File: src/rtl/shift_add_multiplier_if.sv
// Operand/result handshake and adder-side bus for the sequential
// shift-add multiplier. The adder itself stays outside the multiplier.
interface shift_add_multiplier_if #(
  parameter int WIDTH = 8
);
  logic                 start;
  logic [WIDTH-1:0]     a;
  logic [WIDTH-1:0]     b;
  logic [WIDTH-1:0]     add_x;
  logic [WIDTH-1:0]     add_y;
  logic                 add_cin;
  logic [WIDTH-1:0]     add_sum;
  logic                 add_cout;
  logic                 busy;
  logic                 done;
  logic [2*WIDTH-1:0]   product;

  // Requester + adder side: drives operands and the adder result.
  modport master (
    output start, a, b, add_sum, add_cout,
    input  add_x, add_y, add_cin, busy, done, product
  );

  // Multiplier side.
  modport slave (
    input  start, a, b, add_sum, add_cout,
    output add_x, add_y, add_cin, busy, done, product
  );
endinterface

File: src/rtl/shift_add_multiplier.sv
// Sequential unsigned multiplier, one shift-add step per clock, using an
// external combinational adder for the accumulate step.
//
// state | meaning
// ------+-----------------------------------------------------------
// IDLE  | waiting for start; operands captured on the accepting edge
// RUN   | eight shift-add iterations, adder result folded into {A,Q}
// DONE  | one-cycle done pulse, product valid; start ignored
//
// Only WIDTH = 8 is supported: the iteration counter and the external
// adder are both sized for eight bits.
module shift_add_multiplier #(
  parameter int WIDTH = 8
) (
  input  logic                 clk,
  input  logic                 rst_n,
  shift_add_multiplier_if.slave bus
);

  typedef enum logic [1:0] {
    S_IDLE = 2'd0,
    S_RUN  = 2'd1,
    S_DONE = 2'd2
  } state_t;

  localparam logic [2:0] CNT_LAST = 3'(WIDTH - 1);

  state_t               state;
  state_t               state_nxt;
  logic [WIDTH-1:0]     reg_m;
  logic [WIDTH-1:0]     reg_a;
  logic [WIDTH-1:0]     reg_q;
  logic [2:0]           cnt;
  logic [2*WIDTH-1:0]   product_q;
  logic                 busy_c;
  logic                 done_c;

  // State register with synchronous reset.
  always_ff @(posedge clk) begin
    if (!rst_n) begin
      state <= S_IDLE;
    end else begin
      state <= state_nxt;
    end
  end

  // Next-state decode and status outputs.
  always_comb begin
    state_nxt = state;
    busy_c    = 1'b0;
    done_c    = 1'b0;
    case (state)
      S_IDLE: begin
        if (bus.start) begin
          state_nxt = S_RUN;
        end
      end
      S_RUN: begin
        busy_c = 1'b1;
        if (cnt == CNT_LAST) begin
          state_nxt = S_DONE;
        end
      end
      S_DONE: begin
        busy_c    = 1'b1;
        done_c    = 1'b1;
        state_nxt = S_IDLE;
      end
      default: begin
        state_nxt = S_IDLE;
      end
    endcase
  end

  // Operand capture, shift-add iteration and product latch. The adder
  // result is only consumed in RUN, so its don't-care value elsewhere
  // never reaches any register.
  always_ff @(posedge clk) begin
    if (!rst_n) begin
      reg_m     <= '0;
      reg_a     <= '0;
      reg_q     <= '0;
      cnt       <= '0;
      product_q <= '0;
    end else begin
      case (state)
        S_IDLE: begin
          if (bus.start) begin
            reg_m <= bus.a;
            reg_q <= bus.b;
            reg_a <= '0;
            cnt   <= '0;
          end
        end
        S_RUN: begin
          reg_a <= {bus.add_cout, bus.add_sum[WIDTH-1:1]};
          reg_q <= {bus.add_sum[0], reg_q[WIDTH-1:1]};
          cnt   <= cnt + 3'd1;
          if (cnt == CNT_LAST) begin
            product_q <= {bus.add_cout, bus.add_sum, reg_q[WIDTH-1:1]};
          end
        end
        default: begin
        end
      endcase
    end
  end

  // Adder operands follow the registers in every state; carry-in unused.
  assign bus.add_x   = reg_a;
  assign bus.add_y   = reg_q[0] ? reg_m : '0;
  assign bus.add_cin = 1'b0;

  assign bus.busy    = busy_c;
  assign bus.done    = done_c;
  assign bus.product = product_q;

endmodule

File: src/flat_wrapper.sv
// flat-port wrapper written by rule: the top's interface ports become plain ports
module shift_add_multiplier_flat 
#(
  parameter int WIDTH = 8
)
  (clk, rst_n, bus_start, bus_a, bus_b, bus_add_sum, bus_add_cout, bus_add_x, bus_add_y, bus_add_cin, bus_busy, bus_done, bus_product);
  shift_add_multiplier_if #(.WIDTH(WIDTH)) bus_i ();
  input  logic clk;
  input  logic rst_n;
  input wire logic [$bits(bus_i.start)-1:0] bus_start;
  input wire logic [$bits(bus_i.a)-1:0] bus_a;
  input wire logic [$bits(bus_i.b)-1:0] bus_b;
  input wire logic [$bits(bus_i.add_sum)-1:0] bus_add_sum;
  input wire logic [$bits(bus_i.add_cout)-1:0] bus_add_cout;
  output wire logic [$bits(bus_i.add_x)-1:0] bus_add_x;
  output wire logic [$bits(bus_i.add_y)-1:0] bus_add_y;
  output wire logic [$bits(bus_i.add_cin)-1:0] bus_add_cin;
  output wire logic [$bits(bus_i.busy)-1:0] bus_busy;
  output wire logic [$bits(bus_i.done)-1:0] bus_done;
  output wire logic [$bits(bus_i.product)-1:0] bus_product;
  assign bus_i.start = bus_start;
  assign bus_i.a = bus_a;
  assign bus_i.b = bus_b;
  assign bus_i.add_sum = bus_add_sum;
  assign bus_i.add_cout = bus_add_cout;
  assign bus_add_x = bus_i.add_x;
  assign bus_add_y = bus_i.add_y;
  assign bus_add_cin = bus_i.add_cin;
  assign bus_busy = bus_i.busy;
  assign bus_done = bus_i.done;
  assign bus_product = bus_i.product;
  shift_add_multiplier #(.WIDTH(WIDTH)) u_core (.clk(clk), .rst_n(rst_n), .bus(bus_i));
endmodule
File: config.mk
export PLATFORM = sky130hd
export DESIGN_NAME = shift_add_multiplier_flat
export DESIGN_NICKNAME = d
export VERILOG_FILES = /design/src/rtl/shift_add_multiplier_if.sv /design/src/rtl/shift_add_multiplier.sv /design/src/flat_wrapper.sv
export SDC_FILE = /design/constraint.sdc
export NUM_CORES = 1
export LEC_CHECK = 0
export BUFFER_PORTS_ARGS = -buffer_cell sky130_fd_sc_hd__buf_2
export CORE_MARGIN = 4
export CORE_UTILIZATION = 50
export DETAILED_ROUTE_END_ITERATION = 8
export GPL_TIMING_DRIVEN = 0
export PLACE_DENSITY = 0.79
export SETUP_SLACK_MARGIN = 0.1
export SLEW_MARGIN = 5
export SYNTH_ARGS = -nofsm -noshare
export SYNTH_HDL_FRONTEND = slang
export SYNTH_SLANG_ARGS = --single-unit
File: constraint.sdc
create_clock -name clk -period 1.8 [get_ports clk]
set_clock_uncertainty 0.15 [all_clocks]
set_input_delay 0.18 -clock clk [delete_from_list [all_inputs] [get_ports clk]]
set_output_delay 0.18 -clock clk [all_outputs]
set_load 0.01 [all_outputs]
==> out/qor.yml <==
cts-root-buf: "sky130_fd_sc_hd__clkbuf_8"
post_synth_main_area_contributors: "sky130_fd_sc_hd__dfxtp_1, sky130_fd_sc_hd__nand2_1, sky130_fd_sc_hd__a21boi_0"
worst_flop_to_flop_path_startpoint: "u_core.state[1]$_SDFFE_PN0P_"
critical_path_arrival_ps: 1670
routabilityCongestion: 0.781
synth-edff-count: 0
critPathLaunch: "u_core.state[1]$_SDFFE_PN0P_"
tritoncts_num_sinks: 45
postRouteAntennaNets: 0
synth_seq_area_share_pct: 46.3
ys_warn_count: 0
initialDrtViolationCount: 84
syn-instance-count: 210
drt_pre_antenna_iters: 4
syn_nets: 243
critical_path_required_ps: 1840
drive_gt1_share_pct: 29.3
period_share_pct: 90.8
post-route-drc-count: 0
postLayoutSetupSlackWorst_ps: 165
outcome: "complete, no violations"
cts_tree: "built"
total_power_uw: 1990
core_area_um2: 3720
timing.setup.tns_ps: 0
cp_slowest_stage_delay_ps: 340
grt_pass1_vias: 1565
synth.most_common_cell: "sky130_fd_sc_hd__nand2_1"
ctsLongestPathBuffers: 2
floorplan.rows: 22
io_buffer_count: 60
path_cells: "inv_1, ha_1, buf_6, mux2_4, buf_6, o211a_1"
timing.final.hold_violations: 0
synth_area_leader_cell: "sky130_fd_sc_hd__dfxtp_1"
report.final.setup_viol: 0
synthArstFlopShare_pct: 0
power_density_nw_per_um2: 793
netlist-cell-type-count: 23
crit_slowest_cell: "sky130_fd_sc_hd__dfxtp_2"
crit_path_time_final_ps: 1630
vdd_ir_drop_max_v: 0.000553
diodes: 0
avgViaCountPerCell: 5.07
crit_path_start_kind: "flip-flop"
initial_utilization_pct: 52.4
grt_max_degree: 13
synthTopCellsByCount: "sky130_fd_sc_hd__nand2_1, sky130_fd_sc_hd__dfxtp_1, sky130_fd_sc_hd__a21boi_0"
io_pins: 63
cts_inserted_buffers: 5
gr-total-overflow: 0
timing.fmax_mhz: 612
dp_slack_ps: 104
holdCritPathClass: "input port to flip-flop"
worstHoldStart: "bus_a[5]"
routed_wirelength_mm: 4.30
grt_antenna_before_repair: 0
final-max-slew-violation-count: 0
layout-area-overhead-vs-synth_pct: 28.7
final_nets: 320
dp.final_hpwl_mm: 3.00
netlist.area_leader.share_pct: 46.3
cts-htree-levels: 2
chipWidth_um: 70.4
clock_latency_ps: 290
clkTransAtPathRegs_ps: 80
worstSetupPathType: "flip-flop to flip-flop"
timing.critical_path.buf_inv: 3
max_cap_violations: 0
min_delay_path_depth: 3
cp_max_fo: 10
r2r.worst_path.cells: 6
crit_top_cell: "sky130_fd_sc_hd__buf_6"
power.leakage_uw: 0.00117
cp.depth: 6
utilization_pct: 67.4
cp_top_family: "flip-flops"
dieArea_um2: 4950
detail_route.wl_per_cell_um: 12.8
global_route.usage.total_pct: 18.1
via_count: 1697
dominantRegCellSynth: "sky130_fd_sc_hd__dfxtp_1"
die_height_um: 70.4
grt_setup_unrepaired: "true"
setup.worst_path.end_class: "flip-flop"
syn_area_um2: 1950
syn_avg_cell_area_um2: 9.26
grt_pass1_wl_mm: 7.19
ys_seq_elements: 45
-- layout make-up --
class	count	area, um^2
well taps	48	60.1
inverters	3	11.3
repair buffers	70	398
fillers	320	1210
flip-flops and latches	45	902
plain buffers	17	110
clock buffers	7	86.3
multi-input cells	145	937
-- worst min-delay path, cell delays in order --
cell and delay, ps:
sky130_fd_sc_hd__buf_2 100, sky130_fd_sc_hd__nand3_1 60, sky130_fd_sc_hd__a21boi_0 60
-- worst paths after layout --
path | end | slack (ps)
setup / recovery | u_core.reg_q[4]$_SDFFE_PN0P_ | 170
hold / removal | u_core.reg_m[5]$_SDFFE_PN0P_ | 10
setup reg to reg | u_core.reg_q[4]$_SDFFE_PN0P_ | 170
hold reg to reg | u_core.bus.product[11]$_SDFFE_PN0P_ | 300
-- registers in the layout (all words and copies together), names as in the netlist --
| register | count |
|---|---|
| u_core.bus.product | 16 |
| u_core.bus.add_x | 8 |
| u_core.reg_m | 8 |
| u_core.reg_q | 8 |
| u_core.cnt | 3 |
| u_core.state | 2 |
-- cells by family (layout without fill, tap and decap cells) --
kind of cell | after synthesis | in the layout | share of synthesized area, %
muxes | 10 | 10 | 5.40
other | 1 | 1 | 0.193
AOI/OAI and AO/OA | 47 | 47 | 19.5
buffers and inverters | 20 | 97 | 5.92
adders and majority gates | 5 | 5 | 3.22
DFF | 45 | 45 | 46.3
and+or+nand+nor | 82 | 82 | 19.4
-- stage by stage --
step	hold WS, ps	instance area, um^2	cells
after CTS	2.98	2480	334
after global placement	286	2310	318
after detailed placement	292	2310	318
after floorplan	165	1950	210
final	9.99	2500	335
after global routing	10.8	2500	335
-- where the power goes --
group,internal (uW),leakage (uW),total [uW],switching (uW)
sequential,1040,0.000367,1070,29.3
clock,305,0.0000443,619,315
combinational,148,0.000763,297,149
-- metal layers --
layer | global-route usage, % | vias to the layer above | share of wire (%)
met3 | 5.18 | 6 | 5.4
met5 | 0 | - | 0
met1 | 23.1 | 775 | 45
met4 | 5.74 | 0 | 1.4
li1 | - | 868 | -
met2 | 29.4 | 48 | 48
-- what timing repair did --
action	4_1_cts	5_1_grt
resized for setup	1	7
hold buffers	9	0
gates cloned	0	0
setup endpoints to repair	3	22
buffers inserted	0	1
endpoints found under the hold margin	9	0
-- cells in the final DEF, fill, tap and decap left out, types with 9 or more instances in the layout --
cell and count:
sky130_fd_sc_hd__buf_2 63, sky130_fd_sc_hd__nand2_1 50, sky130_fd_sc_hd__dfxtp_1 44, sky130_fd_sc_hd__a21boi_0 17
sky130_fd_sc_hd__nor2b_1 11, sky130_fd_sc_hd__a32oi_1 10, sky130_fd_sc_hd__and2_1 9, sky130_fd_sc_hd__mux2i_1 9
sky130_fd_sc_hd__o211a_1 9, sky130_fd_sc_hd__dlygate4sd3_1 9
No activity file was read; power rests on OpenSTA's default activity.
